`config.mk`:
```
export PLATFORM = sky130hd
export DESIGN_NAME = xcorr_lag_search_flat
export DESIGN_NICKNAME = d
export VERILOG_FILES = /design/src/rtl/phat_pkg.sv /design/src/rtl/xcorr_lag_search_if.sv /design/src/rtl/xcorr_peak_cmp.sv /design/src/rtl/xcorr_lag_search.sv /design/src/flat_wrapper.sv
export SDC_FILE = /design/constraint.sdc
export NUM_CORES = 1
export LEC_CHECK = 0
export ABC_AREA = 0
export ABC_CLOCK_PERIOD_IN_PS = 8100
export CORE_MARGIN = 1
export CORE_UTILIZATION = 45
export CTS_BUF_LIST = sky130_fd_sc_hd__clkbuf_16
export CTS_CLUSTER_SIZE = 28
export DETAILED_ROUTE_END_ITERATION = 12
export MAX_ROUTING_LAYER = met4
export PLACE_DENSITY = 0.69
export REMOVE_ABC_BUFFERS = 1
export SLEW_MARGIN = 25
export SYNTH_ARGS = -nofsm -noshare
export SYNTH_HDL_FRONTEND = slang
export SYNTH_SLANG_ARGS = --single-unit
```
`constraint.sdc`:
```
create_clock -name clk -period 8.1 [get_ports clk]
set_input_delay 1.215 -clock clk [delete_from_list [all_inputs] [get_ports clk]]
set_output_delay 1.215 -clock clk [all_outputs]
set_load 0.02 [all_outputs]
```
`src/rtl/phat_pkg.sv`:
```
// Shared definitions for the PHAT lag search: FSM state codes, compare-mode
// enumeration and the IFFT-order index to signed lag conversion.
package phat_pkg;

    // FSM state encoding
    localparam logic [1:0] ST_SCAN = 2'd0;
    localparam logic [1:0] ST_DROP = 2'd1;
    localparam logic [1:0] ST_EMIT = 2'd2;

    // Peak compare mode: largest signed value or largest magnitude
    typedef enum int unsigned {
        MODE_SIGNED = 0,
        MODE_ABS    = 1
    } abs_mode_e;

    // IFFT ordering: the upper half of the frame holds the negative lags
    function automatic int idx_to_lag(input int unsigned k, input int unsigned frame_len);
        if (k < frame_len / 2) begin
            return int'(k);
        end
        return int'(k) - int'(frame_len);
    endfunction

endpackage

```
`src/rtl/xcorr_lag_search_if.sv`:
```
// Sample stream and result stream of the lag search block.
//   in_valid/in_ready/in_data/in_last : framed xcorr samples, index 0 first
//   peak_thresh                       : confidence threshold
//   res_valid/res_ready               : result handshake
//   res_ch/lag_diff/peak_val/res_conf/res_len_err/set_done : result payload
// master = sample source and result sink, slave = the lag search block.
interface xcorr_lag_search_if #(
    parameter int unsigned DATA_W = 32,
    parameter int unsigned LAG_W  = 6,
    parameter int unsigned CH_W   = 2
);
    logic              in_valid;
    logic              in_ready;
    logic [DATA_W-1:0] in_data;
    logic              in_last;
    logic [DATA_W-1:0] peak_thresh;
    logic              res_valid;
    logic              res_ready;
    logic [CH_W-1:0]   res_ch;
    logic [LAG_W-1:0]  lag_diff;
    logic [DATA_W-1:0] peak_val;
    logic              res_conf;
    logic              res_len_err;
    logic              set_done;

    modport master (
        output in_valid, in_data, in_last, peak_thresh, res_ready,
        input  in_ready, res_valid, res_ch, lag_diff, peak_val, res_conf,
               res_len_err, set_done
    );

    modport slave (
        input  in_valid, in_data, in_last, peak_thresh, res_ready,
        output in_ready, res_valid, res_ch, lag_diff, peak_val, res_conf,
               res_len_err, set_done
    );
endinterface

```
`src/rtl/xcorr_peak_cmp.sv`:
```
// Windowed running-peak tracker.
//   clk, rst_n   : clock, async active-low reset
//   sample_en    : a sample is transferring this cycle
//   sample, idx  : sample value and its frame index
//   clear        : drop the running best (start of a new frame)
//   best_val_c   : best compare value including the current sample
//   best_idx_c   : frame index of best_val_c
module xcorr_peak_cmp
    import phat_pkg::*;
#(
    parameter int unsigned DATA_W    = 32,
    parameter int unsigned FRAME_LEN = 64,
    parameter int unsigned LAG_W     = 6,
    parameter int unsigned MAX_LAG   = 16,
    parameter int unsigned ABS_MODE  = 0
) (
    input  logic              clk,
    input  logic              rst_n,
    input  logic              sample_en,
    input  logic [DATA_W-1:0] sample,
    input  logic [LAG_W-1:0]  idx,
    input  logic              clear,
    output logic [DATA_W-1:0] best_val_c,
    output logic [LAG_W-1:0]  best_idx_c
);
    localparam logic [DATA_W-1:0] MOST_NEG = {1'b1, {(DATA_W-1){1'b0}}};
    localparam logic [DATA_W-1:0] MOST_POS = {1'b0, {(DATA_W-1){1'b1}}};
    localparam logic [DATA_W-1:0] ONE      = {{(DATA_W-1){1'b0}}, 1'b1};

    logic [DATA_W-1:0] cmp_val;
    logic [DATA_W-1:0] best_val;
    logic [LAG_W-1:0]  best_idx;
    logic              have_best;
    logic              in_win;
    logic              upd;
    int                lag;

    // Compare value; magnitude of the most negative sample saturates
    always_comb begin
        cmp_val = sample;
        if (ABS_MODE == 32'(MODE_ABS) && sample[DATA_W-1]) begin
            if (sample == MOST_NEG) begin
                cmp_val = MOST_POS;
            end else begin
                cmp_val = (~sample) + ONE;
            end
        end
    end

    // Window test and strict-greater update (earliest index wins ties)
    always_comb begin
        lag        = idx_to_lag(32'(idx), FRAME_LEN);
        in_win     = (lag <= int'(MAX_LAG)) && (lag >= -int'(MAX_LAG));
        upd        = sample_en && in_win &&
                     (!have_best || ($signed(cmp_val) > $signed(best_val)));
        best_val_c = upd ? cmp_val : best_val;
        best_idx_c = upd ? idx : best_idx;
    end

    // Running best register
    always_ff @(posedge clk or negedge rst_n) begin
        if (!rst_n) begin
            best_val  <= '0;
            best_idx  <= '0;
            have_best <= 1'b0;
        end else if (clear) begin
            best_val  <= '0;
            best_idx  <= '0;
            have_best <= 1'b0;
        end else if (upd) begin
            best_val  <= cmp_val;
            best_idx  <= idx;
            have_best <= 1'b1;
        end
    end

endmodule

```
`src/rtl/xcorr_lag_search.sv`:
```
// Multi-channel cross-correlation lag search. Scans each framed xcorr for
// its peak inside +/-MAX_LAG and returns one signed lag per mic pair.
//   clk, rst_n : clock, async active-low reset
//   bus        : sample stream in, result stream out (slave view)
module xcorr_lag_search
    import phat_pkg::*;
#(
    parameter int unsigned DATA_W    = 32,
    parameter int unsigned FRAME_LEN = 64,
    parameter int unsigned LAG_W     = 6,
    parameter int unsigned NUM_CH    = 4,
    parameter int unsigned MAX_LAG   = 16,
    parameter int unsigned ABS_MODE  = 0
) (
    input  logic              clk,
    input  logic              rst_n,
    xcorr_lag_search_if.slave bus
);
    localparam int unsigned      CH_W     = (NUM_CH > 1) ? $clog2(NUM_CH) : 1;
    localparam logic [LAG_W-1:0] LAST_IDX = LAG_W'(FRAME_LEN - 1);
    localparam logic [CH_W-1:0]  LAST_CH  = CH_W'(NUM_CH - 1);

    logic [1:0]        state_q, state_d;
    logic [LAG_W-1:0]  idx_q, idx_d;
    logic [CH_W-1:0]   ch_q, ch_d;
    logic              drop_q, drop_d;
    logic              in_ready_q, in_ready_d;
    logic              res_valid_q, res_valid_d;
    logic [CH_W-1:0]   res_ch_q, res_ch_d;
    logic [LAG_W-1:0]  lag_q, lag_d;
    logic [DATA_W-1:0] peak_q, peak_d;
    logic              conf_q, conf_d;
    logic              err_q, err_d;
    logic              done_q, done_d;

    logic              xfer;
    logic              sample_en;
    logic              clear_best;
    logic [DATA_W-1:0] best_val_c;
    logic [LAG_W-1:0]  best_idx_c;

    xcorr_peak_cmp #(
        .DATA_W    (DATA_W),
        .FRAME_LEN (FRAME_LEN),
        .LAG_W     (LAG_W),
        .MAX_LAG   (MAX_LAG),
        .ABS_MODE  (ABS_MODE)
    ) u_peak_cmp (
        .clk        (clk),
        .rst_n      (rst_n),
        .sample_en  (sample_en),
        .sample     (bus.in_data),
        .idx        (idx_q),
        .clear      (clear_best),
        .best_val_c (best_val_c),
        .best_idx_c (best_idx_c)
    );

    // Next state and next registered outputs
    always_comb begin
        state_d     = state_q;
        idx_d       = idx_q;
        ch_d        = ch_q;
        drop_d      = drop_q;
        res_valid_d = res_valid_q;
        res_ch_d    = res_ch_q;
        lag_d       = lag_q;
        peak_d      = peak_q;
        conf_d      = conf_q;
        err_d       = err_q;
        done_d      = done_q;
        clear_best  = 1'b0;
        sample_en   = 1'b0;
        xfer        = bus.in_valid && in_ready_q;

        case (state_q)
            ST_SCAN: begin
                if (xfer) begin
                    sample_en = 1'b1;
                    if (bus.in_last || idx_q == LAST_IDX) begin
                        state_d     = ST_EMIT;
                        idx_d       = '0;
                        res_valid_d = 1'b1;
                        res_ch_d    = ch_q;
                        done_d      = (ch_q == LAST_CH);
                        if (bus.in_last && idx_q != LAST_IDX) begin
                            // short frame carries no usable peak
                            err_d  = 1'b1;
                            drop_d = 1'b0;
                            lag_d  = '0;
                            peak_d = '0;
                            conf_d = 1'b0;
                        end else begin
                            // full frame, or long frame whose tail is dropped
                            err_d  = !bus.in_last;
                            drop_d = !bus.in_last;
                            lag_d  = LAG_W'(idx_to_lag(32'(best_idx_c), FRAME_LEN));
                            peak_d = best_val_c;
                            conf_d = (best_val_c >= bus.peak_thresh);
                        end
                    end else begin
                        idx_d = idx_q + LAG_W'(1);
                    end
                end
            end
            ST_DROP: begin
                if (xfer && bus.in_last) begin
                    state_d = ST_SCAN;
                end
            end
            ST_EMIT: begin
                if (bus.res_ready) begin
                    state_d     = drop_q ? ST_DROP : ST_SCAN;
                    drop_d      = 1'b0;
                    res_valid_d = 1'b0;
                    clear_best  = 1'b1;
                    ch_d        = (ch_q == LAST_CH) ? '0 : ch_q + CH_W'(1);
                end
            end
            default: begin
                state_d = ST_SCAN;
            end
        endcase

        // ready is registered, so res_ready never reaches in_ready combinationally
        in_ready_d = (state_d != ST_EMIT);
    end

    // State and output registers
    always_ff @(posedge clk or negedge rst_n) begin
        if (!rst_n) begin
            state_q     <= ST_SCAN;
            idx_q       <= '0;
            ch_q        <= '0;
            drop_q      <= 1'b0;
            in_ready_q  <= 1'b0;
            res_valid_q <= 1'b0;
            res_ch_q    <= '0;
            lag_q       <= '0;
            peak_q      <= '0;
            conf_q      <= 1'b0;
            err_q       <= 1'b0;
            done_q      <= 1'b0;
        end else begin
            state_q     <= state_d;
            idx_q       <= idx_d;
            ch_q        <= ch_d;
            drop_q      <= drop_d;
            in_ready_q  <= in_ready_d;
            res_valid_q <= res_valid_d;
            res_ch_q    <= res_ch_d;
            lag_q       <= lag_d;
            peak_q      <= peak_d;
            conf_q      <= conf_d;
            err_q       <= err_d;
            done_q      <= done_d;
        end
    end

    assign bus.in_ready    = in_ready_q;
    assign bus.res_valid   = res_valid_q;
    assign bus.res_ch      = res_ch_q;
    assign bus.lag_diff    = lag_q;
    assign bus.peak_val    = peak_q;
    assign bus.res_conf    = conf_q;
    assign bus.res_len_err = err_q;
    assign bus.set_done    = done_q;

endmodule

```
`src/flat_wrapper.sv`:
```
// flat-port wrapper written by rule: the top's interface ports become plain ports
module xcorr_lag_search_flat import phat_pkg::*;
#(
    parameter int unsigned DATA_W    = 32,
    parameter int unsigned FRAME_LEN = 64,
    parameter int unsigned LAG_W     = 6,
    parameter int unsigned NUM_CH    = 4,
    parameter int unsigned MAX_LAG   = 16,
    parameter int unsigned ABS_MODE  = 0
)
  (clk, rst_n, bus_in_valid, bus_in_data, bus_in_last, bus_peak_thresh, bus_res_ready, bus_in_ready, bus_res_valid, bus_res_ch, bus_lag_diff, bus_peak_val, bus_res_conf, bus_res_len_err, bus_set_done);
  xcorr_lag_search_if #(.DATA_W(DATA_W), .LAG_W(LAG_W), .CH_W(2)) bus_i ();
  input  logic clk;
  input  logic rst_n;
  input wire logic [$bits(bus_i.in_valid)-1:0] bus_in_valid;
  input wire logic [$bits(bus_i.in_data)-1:0] bus_in_data;
  input wire logic [$bits(bus_i.in_last)-1:0] bus_in_last;
  input wire logic [$bits(bus_i.peak_thresh)-1:0] bus_peak_thresh;
  input wire logic [$bits(bus_i.res_ready)-1:0] bus_res_ready;
  output wire logic [$bits(bus_i.in_ready)-1:0] bus_in_ready;
  output wire logic [$bits(bus_i.res_valid)-1:0] bus_res_valid;
  output wire logic [$bits(bus_i.res_ch)-1:0] bus_res_ch;
  output wire logic [$bits(bus_i.lag_diff)-1:0] bus_lag_diff;
  output wire logic [$bits(bus_i.peak_val)-1:0] bus_peak_val;
  output wire logic [$bits(bus_i.res_conf)-1:0] bus_res_conf;
  output wire logic [$bits(bus_i.res_len_err)-1:0] bus_res_len_err;
  output wire logic [$bits(bus_i.set_done)-1:0] bus_set_done;
  assign bus_i.in_valid = bus_in_valid;
  assign bus_i.in_data = bus_in_data;
  assign bus_i.in_last = bus_in_last;
  assign bus_i.peak_thresh = bus_peak_thresh;
  assign bus_i.res_ready = bus_res_ready;
  assign bus_in_ready = bus_i.in_ready;
  assign bus_res_valid = bus_i.res_valid;
  assign bus_res_ch = bus_i.res_ch;
  assign bus_lag_diff = bus_i.lag_diff;
  assign bus_peak_val = bus_i.peak_val;
  assign bus_res_conf = bus_i.res_conf;
  assign bus_res_len_err = bus_i.res_len_err;
  assign bus_set_done = bus_i.set_done;
  xcorr_lag_search #(.DATA_W(DATA_W), .FRAME_LEN(FRAME_LEN), .LAG_W(LAG_W), .NUM_CH(NUM_CH), .MAX_LAG(MAX_LAG), .ABS_MODE(ABS_MODE)) u_core (.clk(clk), .rst_n(rst_n), .bus(bus_i));
endmodule
```
==> results of run 1 <==
[metal layers]
layer,part of all wire [%],routed length (um)
met5,0,0
met4,1.9,322
met3,4.8,801
met2,48,8096
met1,45,7491
[logic make-up after synthesis]
family	synth area share, %
adder cells (fa/ha/maj)	13.46
AO/OA/AOI/OAI	20.35
flip-flops	38.16
AND/OR/NAND/NOR	19.32
multiplexers	0.9037
buffers and inverters	7.813
[worst min path at each step]
stage / from / end / cells after the start
finish: u_core.bus.peak_val[29] / u_core.bus.peak_val[29] / 2
global route: u_core.bus.peak_val[27] / u_core.bus.peak_val[27] / 2
CTS: u_core.bus.peak_val[29] / u_core.bus.peak_val[29] / 2
detailed placement: u_core.bus.peak_val[29] / u_core.bus.peak_val[29] / 2
global placement: u_core.bus.peak_val[7] / u_core.bus.peak_val[7] / 2
floorplan: u_core.ch_q[1] / u_core.bus.res_ch[1] / 1
[power breakdown]
group,internal [uW],total [uW],switching [uW]
clock network,242,443,201
logic,365,946,582
registers,583,672,89.0
total,1190,2060,872
[sequential cells by signal, summed over array words and instances (netlist names)]
name                         count
u_core.bus.in_ready              1
u_core.bus.lag_diff              6
u_core.bus.peak_val             32
u_core.bus.res_ch                2
u_core.bus.res_conf              1
u_core.bus.res_len_err           1
u_core.bus.res_valid             1
u_core.bus.set_done              1
u_core.ch_q                      2
u_core.drop_q                    1
u_core.idx_q                     6
u_core.state_q                   2
u_core.u_peak_cmp.best_idx       6
u_core.u_peak_cmp.best_val      32
u_core.u_peak_cmp.have_best      1
[stage by stage]
step                worst slack (ps)  total power [uW]  cell area, um^2  instances
global placement                2201              1570             7458        979
floorplan                       2452              1288             6013        682
detailed placement              1938              1616             7458        979
CTS                             2292              2064             7762        995
finish                          2254              2061             7765        995
global route                    1943              2228             7765        995
[cell usage in the layout, fill, tap and decap left out, types with 18 or more instances in the layout]
cell | synthesis | layout
nand4_1 | 48 | 48
inv_1 | 72 | 72
o21ai_0 | 51 | 51
dfrtp_1 | 95 | 95
clkdlybuf4s50_1 | 0 | 112
nand3_1 | 46 | 46
o211ai_2 | 21 | 21
ha_1 | 67 | 67
o211ai_1 | 18 | 18
nand2_1 | 122 | 122
a21oi_1 | 61 | 61
[final cells by class]
class,count,area (um^2),share of cell area (%)
Multi-Input combinational cell,515,3405,43.84
Clock buffer,9,225.2,2.900
Inverter,72,270.3,3.480
Sequential cell,95,2377,30.62
Tap cell,176,220.2,2.836
Timing Repair Buffer,121,1189,15.31
Clock inverter,7,78.83,1.015
[worst max-delay path: stages]
cell and delay (ps):
clkdlybuf4s50_1 480, ha_1 360, nand4_1 180, nor4_2 540, nor3b_1 470, a2111o_2 630
buf_4 490, nand3_1 160, nand2_1 100, ha_1 250, a21o_1 180, a21o_1 170
a21oi_1 140, o31a_1 160, o21ai_0 130, a211oi_1 270, o21ai_0 130
==> results.sh, run 1 <==
export IMPL_route_detailed_drc=0
export IMPL_vias=5792
export IMPL_r2r_cells=17
export IMPL_grt_pass1_vias=5865
export IMPL_critPathMaxFanout=38
export IMPL_synthTopCellsByArea="dfrtp_1 38%, ha_1 13%, nand2_1 7.4%, a21oi_1 4.9%, nand4_1 4.8%"
export IMPL_ys_types=49
export IMPL_fin_crit_ps=5846
export IMPL_core_area_um2=13350
export IMPL_cts_setup_buffers=0
export IMPL_synthCells=729
export IMPL_die_h_um=119.7
export IMPL_boundaryPins=114
export IMPL_setup_viol=0
export IMPL_synth_top_area_share_pct=38.16
export IMPL_grt_pass1_wl_mm=28.24
export IMPL_arrival_ps=6080
export IMPL_fin_util_pct=58.17
export IMPL_leakage_uw=0.003647
export IMPL_layout_nets=950
export IMPL_wire_per_inst_um=16.80
export IMPL_hold_class="flop to flop"
export IMPL_clockRootBuffer="clkbuf_16"
export IMPL_finalSetupTns_ps=0
export IMPL_synth_most_common_cell="nand2_1"
export IMPL_grt_overflow_total=0
export IMPL_met1_usage_pct=32.73
export IMPL_yosys_warnings=0
export IMPL_worstReg2RegStart="u_core.u_peak_cmp.best_val[19]"
export IMPL_cts_htree_levels=3
export IMPL_gr_usage_met3_pct=3.612
export IMPL_vias_per_cell=5.821
export IMPL_yosys_area_top_type="dfrtp_1"
export IMPL_dp_hpwl_mm=11.44
export IMPL_ys_async_sr_fraction_pct=100.0
export IMPL_crit_required_ps=8330
export IMPL_fin_skew_ps=7.750
export IMPL_nFillCells=1232
export IMPL_fp_dieW_um=119.7
export IMPL_clock_sinks=95
export IMPL_yosysSeqAreaShare_pct=38.16
export IMPL_initial_core_util_pct=46.67
export IMPL_dieArea_um2=14320
export IMPL_crit_type="input pin to flop"
export IMPL_max_freq_ghz=0.1710
export IMPL_postCtsHoldBufs=0
export IMPL_rsz0062_at_grt="false"
export IMPL_drtPass1Iterations=4
export IMPL_rows=42
export IMPL_drtIter0Drc=320
export IMPL_top_usage_layer="met2"
export IMPL_worstMarginPinSlew_ps=988.4
export IMPL_cts_tree="yes"
export IMPL_worstSetupStartpoint="bus_in_data[19]"
export IMPL_syn_area_um2=6230
export IMPL_vdd_drop_max_mv=0.1419
export IMPL_pwr_density_cell_nw_per_um2=265.5
export IMPL_antenna_found_initial=0
export IMPL_postRouteAntennaNets=0
export IMPL_avgSynthCellArea_um2=8.546
export IMPL_grt_util_met2_pct=41.37
export IMPL_holdWs_ps=499.3
export IMPL_r2r_end="u_core.bus.res_conf"
export IMPL_cts_resized=0
export IMPL_place_gp_congestion=0.8586
export IMPL_start_kind="input pin"
export IMPL_max_slew_margin_pct=34.11
export IMPL_slew_violations=0
export IMPL_track_usage_pct=25.49
export IMPL_yosys_register_bits=95
export IMPL_synth_enable_flop_cells=0
export IMPL_n_antenna_cell=0
export IMPL_worstSkewPairLatency_ps=360
export IMPL_final_layout_size_suffix_gt1_share_pct=7.570
export IMPL_cts_path_max_buffers=2
export IMPL_cts_clk_slew_worst_paths_ps=70
export IMPL_drt_wl_total_mm=16.71
export IMPL_ys_flop_type="dfrtp_1"
export IMPL_rrSetupSlack_ps=3210
export IMPL_status="finished, final reports clean"
export IMPL_syn2layout_area_growth_pct=24.64
export IMPL_endpoint="u_core.bus.res_conf"
export IMPL_timing_max_cap_violations=0
export IMPL_endpoint_kind="flop"
export IMPL_synth_common_cells="122 x nand2_1, 95 x dfrtp_1, 72 x inv_1"
export IMPL_min_period_over_period_pct=72.18
export IMPL_numCtsBuffers=9
export IMPL_finalHoldViolCount=0
export IMPL_grt_max_degree=67
export IMPL_io_buffers=113
Power figures use the tool's default switching activity.
==> run 2: changes to the inputs <==
--- a/config.mk
+++ b/config.mk
@@ -6,7 +6,7 @@
 export NUM_CORES = 1
 export LEC_CHECK = 0
 export ABC_AREA = 0
-export ABC_CLOCK_PERIOD_IN_PS = 8100
+export ABC_CLOCK_PERIOD_IN_PS = 5590
 export CORE_MARGIN = 1
 export CORE_UTILIZATION = 45
 export CTS_BUF_LIST = sky130_fd_sc_hd__clkbuf_16
==> constraint.sdc (replaced) <==
create_clock -name clk -period 5.59 [get_ports clk]
set_input_delay 0.8385 -clock clk [delete_from_list [all_inputs] [get_ports clk]]
set_output_delay 0.8385 -clock clk [all_outputs]
set_load 0.02 [all_outputs]
==> results.sh, run 2 (synthesis results as in run 1) <==
export IMPL_status="finished, final reports clean"
export IMPL_place_area_um2=7543
export IMPL_max_slew_margin_pct=32.56
export IMPL_worstReg2RegStart="u_core.u_peak_cmp.best_val[19]"
export IMPL_worstSkewPairLatency_ps=350
export IMPL_rows=42
export IMPL_worst_path_buf_inv=2
export IMPL_antenna_found_initial=0
export IMPL_drtIter0Drc=342
export IMPL_initial_core_util_pct=46.67
export IMPL_cts_htree_levels=3
export IMPL_finalSetupTns_ps=0
export IMPL_worstMarginPinSlew_ps=1012
export IMPL_track_usage_pct=24.90
export IMPL_clockRootBuffer="clkbuf_16"
export IMPL_layout_nets=958
export IMPL_core_area_um2=13350
export IMPL_slew_violations=0
export IMPL_r2r_cells=17
export IMPL_finalHoldViolCount=0
export IMPL_cts_path_max_buffers=2
export IMPL_boundaryPins=114
export IMPL_clock_sinks=95
export IMPL_syn2layout_area_growth_pct=26.13
export IMPL_hold_depth=2
export IMPL_vias_per_cell=5.680
export IMPL_wl_met3_um=727
export IMPL_n_antenna_cell=0
export IMPL_setup_viol=0
export IMPL_worstSetupStartpoint="bus_in_data[30]"
export IMPL_dr_wl_met2_mm=7.932
export IMPL_postRouteAntennaNets=0
export IMPL_numCtsBuffers=9
export IMPL_grt_pass1_wl_mm=27.66
export IMPL_layout_commonest_cell="nand2_1"
export IMPL_min_period_over_period_pct=84.65
export IMPL_postCtsHoldBufs=0
export IMPL_die_h_um=119.7
export IMPL_hold_class="flop to flop"
export IMPL_cts_resized=0
export IMPL_crit_path_cell_trace="clkdlybuf4s50_1 -> ha_1 -> a21oi_1 -> a21oi_1 -> a211oi_1 -> o21ai_0 -> a2111o_2 -> buf_4 -> nand3_1 -> nand2_1 -> ha_1 -> a21o_1 -> a21o_1 -> a21oi_1 -> o31a_1 -> o21ai_0 -> a211oi_1 -> o21ai_0"
export IMPL_start_kind="input pin"
export IMPL_leakage_uw=0.003710
export IMPL_wl_met1_mm=7.670
export IMPL_layout_common_cells="122 x nand2_1, 112 x clkdlybuf4s50_1, 95 x dfrtp_1, 73 x inv_1, 67 x ha_1"
export IMPL_dieArea_um2=14320
export IMPL_final_layout_size_suffix_gt1_share_pct=8.222
export IMPL_cp_depth=18
export IMPL_rsz0062_at_grt="false"
export IMPL_vdd_drop_max_mv=0.2271
export IMPL_grt_max_degree=51
export IMPL_drt_wl_total_mm=16.61
export IMPL_cts_clk_slew_worst_paths_ps=70
export IMPL_fin_crit_ps=4732
export IMPL_route_detailed_drc=0
export IMPL_endpoint_kind="flop"
export IMPL_max_freq_ghz=0.2113
export IMPL_r2r_end="u_core.bus.res_conf"
export IMPL_endpoint="u_core.bus.res_conf"
export IMPL_cpPeakStageDelay_ps=600
export IMPL_grt_overflow_total=0
export IMPL_timing_max_cap_violations=0
export IMPL_nFillCells=1192
export IMPL_grt_pass1_vias=5783
export IMPL_crit_required_ps=5810
export IMPL_rrSetupSlack_ps=1430
export IMPL_crit_type="input pin to flop"
export IMPL_drtPass1Iterations=5
export IMPL_slowest_stage="a2111o_2"
export IMPL_cp_top_family="compound AO/OA/AOI/OAI gates"
export IMPL_pwr_density_cell_nw_per_um2=388.1
export IMPL_dp_hpwl_mm=11.77
export IMPL_fin_util_pct=58.87
export IMPL_vias=5697
export IMPL_io_buffers=113
export IMPL_finalInstanceArea_um2=7858
export IMPL_routed_top_layer="met4"
export IMPL_arrival_ps=4950
export IMPL_critPathMaxFanout=21
export IMPL_cts_tree="yes"
export IMPL_place_gp_congestion=0.8905
export IMPL_fp_dieW_um=119.7
export IMPL_cts_setup_buffers=0
export IMPL_fin_skew_ps=10.03
export IMPL_wire_per_inst_um=16.56
## run 2: worst min path at each step
stage,startpoint,endpoint,slack (ps)
after detailed placement,u_core.bus.peak_val[28],u_core.bus.peak_val[28],490
after global placement,u_core.bus.peak_val[25],u_core.bus.peak_val[25],480
after floorplan,u_core.ch_q[1],u_core.bus.res_ch[1],500
after global routing,u_core.bus.peak_val[9],u_core.bus.peak_val[9],520
final,u_core.bus.peak_val[7],u_core.bus.peak_val[7],490
after CTS,u_core.bus.peak_val[28],u_core.bus.peak_val[28],500
## run 2: final cells by class
class | count | area, um^2 | area share, %
inverter | 72 | 270.3 | 3.439
tap | 176 | 220.2 | 2.803
clock buffer | 9 | 225.2 | 2.866
multi-input combinational | 515 | 3402 | 43.30
sequential | 95 | 2377 | 30.25
clock inverter | 7 | 88.84 | 1.131
timing repair buffer | 129 | 1274 | 16.21
## run 2: through the flow
stage | hold WS, ps | total power (uW) | cells | setup WS (ps)
after floorplan | 503.5 | 1866 | 682 | 318.5
after global placement | 480.6 | 2314 | 987 | 671.3
final | 494.7 | 3049 | 1003 | 858.0
after CTS | 501.3 | 3058 | 1003 | 863.1
after detailed placement | 486.9 | 2379 | 987 | 498.6
after global routing | 520.9 | 3289 | 1003 | 600.4
## run 2: worst register-to-register path, delay by kind of cell (launching register included)
| family | cells | cell delay [ps] |
|---|---|---|
| AOI/OAI and AO/OA | 8 | 1350 |
| adders and majority gates | 2 | 550 |
| buffers and inverters | 2 | 310 |
| DFF | 1 | 380 |
| and+or+nand+nor | 5 | 1430 |
## run 2: routing by layer
layer  vias to the layer above  global-route usage [%]
met3                        22                   3.327
met1                      2731                   32.75
met5                         -                       -
li1                       2769                       -
met4                         0                   8.359
met2                       175                   39.67
## run 2: where the power goes
part	total, uW	switching [uW]	internal, uW
sequential	974	129	845
clock	670	281	389
combinational	1410	838	567
total	3050	1250	1800
==> run 3: changes to the inputs <==
--- a/config.mk
+++ b/config.mk
@@ -6,7 +6,7 @@
 export NUM_CORES = 1
 export LEC_CHECK = 0
 export ABC_AREA = 0
-export ABC_CLOCK_PERIOD_IN_PS = 5590
+export ABC_CLOCK_PERIOD_IN_PS = 4700
 export CORE_MARGIN = 1
 export CORE_UTILIZATION = 45
 export CTS_BUF_LIST = sky130_fd_sc_hd__clkbuf_16
==> constraint.sdc (replaced) <==
create_clock -name clk -period 4.7 [get_ports clk]
set_input_delay 0.705 -clock clk [delete_from_list [all_inputs] [get_ports clk]]
set_output_delay 0.705 -clock clk [all_outputs]
set_load 0.02 [all_outputs]
==> results.sh, run 3 (synthesis results as in run 1) <==
export IMPL_rrSetupSlack_ps=780
export IMPL_numCtsBuffers=9
export IMPL_dieArea_um2=14320
export IMPL_max_slew_margin_pct=30.95
export IMPL_endpoint_kind="flop"
export IMPL_place_area_um2=7611
export IMPL_cts_setup_buffers=0
export IMPL_grt_overflow_total=0
export IMPL_route_detailed_drc=0
export IMPL_cts_resized=0
export IMPL_postCtsHoldBufs=0
export IMPL_fp_dieW_um=119.7
export IMPL_min_period_over_period_pct=92.75
export IMPL_n_antenna_cell=0
export IMPL_dp_hpwl_mm=11.93
export IMPL_antenna_found_initial=0
export IMPL_wire_per_inst_um=16.75
export IMPL_fin_crit_ps=4359
export IMPL_syn2layout_area_growth_pct=27.15
export IMPL_drtIter0Drc=508
export IMPL_drtPass1Iterations=5
export IMPL_core_area_um2=13350
export IMPL_timing_max_cap_violations=0
export IMPL_clockRootBuffer="clkbuf_16"
export IMPL_slew_violations=0
export IMPL_grt_max_degree=65
export IMPL_worstSkewPairLatency_ps=350
export IMPL_layout_commonest_cell="nand2_1"
export IMPL_cts_path_max_buffers=2
export IMPL_holdWs_ps=455.4
export IMPL_vdd_drop_max_mv=0.2753
export IMPL_track_usage_pct=25.47
export IMPL_place_gp_congestion=0.8474
export IMPL_crit_type="input pin to flop"
export IMPL_cts_htree_levels=3
export IMPL_finalHoldViolCount=0
export IMPL_cts_tree="yes"
export IMPL_fin_util_pct=59.35
export IMPL_worstMarginPinSlew_ps=1036
export IMPL_vias=5811
export IMPL_setup_viol=0
export IMPL_layout_nets=967
export IMPL_status="finished, final reports clean"
export IMPL_grt_pass1_vias=5805
export IMPL_leakage_uw=0.003756
export IMPL_postRouteAntennaNets=0
export IMPL_max_freq_ghz=0.2294
export IMPL_boundaryPins=114
export IMPL_die_h_um=119.7
export IMPL_critPathMaxFanout=4
export IMPL_crit_required_ps=4930
export IMPL_arrival_ps=4590
export IMPL_final_layout_size_suffix_gt1_share_pct=9.091
export IMPL_clock_sinks=95
export IMPL_io_buffers=113
export IMPL_start_kind="input pin"
export IMPL_grt_pass1_wl_mm=28.19
export IMPL_rsz0062_at_grt="false"
export IMPL_vias_per_cell=5.742
export IMPL_hold_class="input pin to asynchronous set/reset pin"
export IMPL_layout_common_cells="122 x nand2_1, 112 x clkdlybuf4s50_1, 95 x dfrtp_1, 74 x inv_1, 67 x ha_1"
export IMPL_drt_wl_total_mm=16.95
export IMPL_finalPower_uw=3667
export IMPL_pwr_density_cell_nw_per_um2=462.9
export IMPL_cts_clk_slew_worst_paths_ps=70
export IMPL_fin_skew_ps=8.849
export IMPL_initial_core_util_pct=46.67
export IMPL_r2r_cells=17
export IMPL_finalInstanceArea_um2=7921
export IMPL_rows=42
run 3: where the power goes:
group          total (uW)  switching, uW  leakage, uW  internal, uW
clock                 778            320     0.000157           458
sequential           1160            160      0.00127          1000
combinational        1720           1020      0.00233           708
total                3670           1500      0.00376          2170
run 3: worst paths after layout:
check,startpoint,end
worst max-delay path,bus_in_data[1],u_core.bus.res_conf
worst max register to register,u_core.u_peak_cmp.best_val[1],u_core.bus.res_conf
min in group clk,u_core.bus.peak_val[7],u_core.bus.peak_val[7]
worst min register to register,u_core.bus.peak_val[7],u_core.bus.peak_val[7]
max in group asynchronous,rst_n,u_core.u_peak_cmp.best_val[13]
worst min-delay path,rst_n,u_core.ch_q[1]
run 3: worst max-delay path, stage by stage:
cell and delay [ps]:
clkdlybuf4s50_1 460, ha_1 340, nor2b_4 140, o211ai_2 130
a2111oi_1 80, or3_1 380, a2111oi_4 480, o21ai_0 190
and2_1 190, ha_1 250, nand2b_1 140, a21o_1 180
a211oi_1 220, o31a_1 190, o21ai_0 130, a211oi_1 250
o21ai_0 120
run 3: routing by layer:
metal,vias up,GRT usage [%],share of wire [%]
li1,2781,-,-
met1,2805,33.99,45
met2,206,40.14,48
met3,19,3.089,5.3
met4,0,8.828,1.4
met5,-,-,0
run 3: area by class of cell:
cell class,count,area (um^2)
Tap cell,176,220.2
Clock buffer,9,225.2
Multi-Input combinational cell,515,3407
Clock inverter,7,80.08
Inverter,72,270.3
Sequential cell,95,2377
Fill cell,1215,5426
Timing Repair Buffer,138,1341
run 3: stage by stage:
stage	std cells	setup TNS [ps]	setup WS [ps]
2_1_floorplan	682	-438.0	-438.0
3_3_place_gp	996	0	72.04
3_5_place_dp	996	-86.93	-86.93
4_1_cts	1012	0	281.4
5_1_grt	1012	0	12.78
6_report	1012	0	340.8
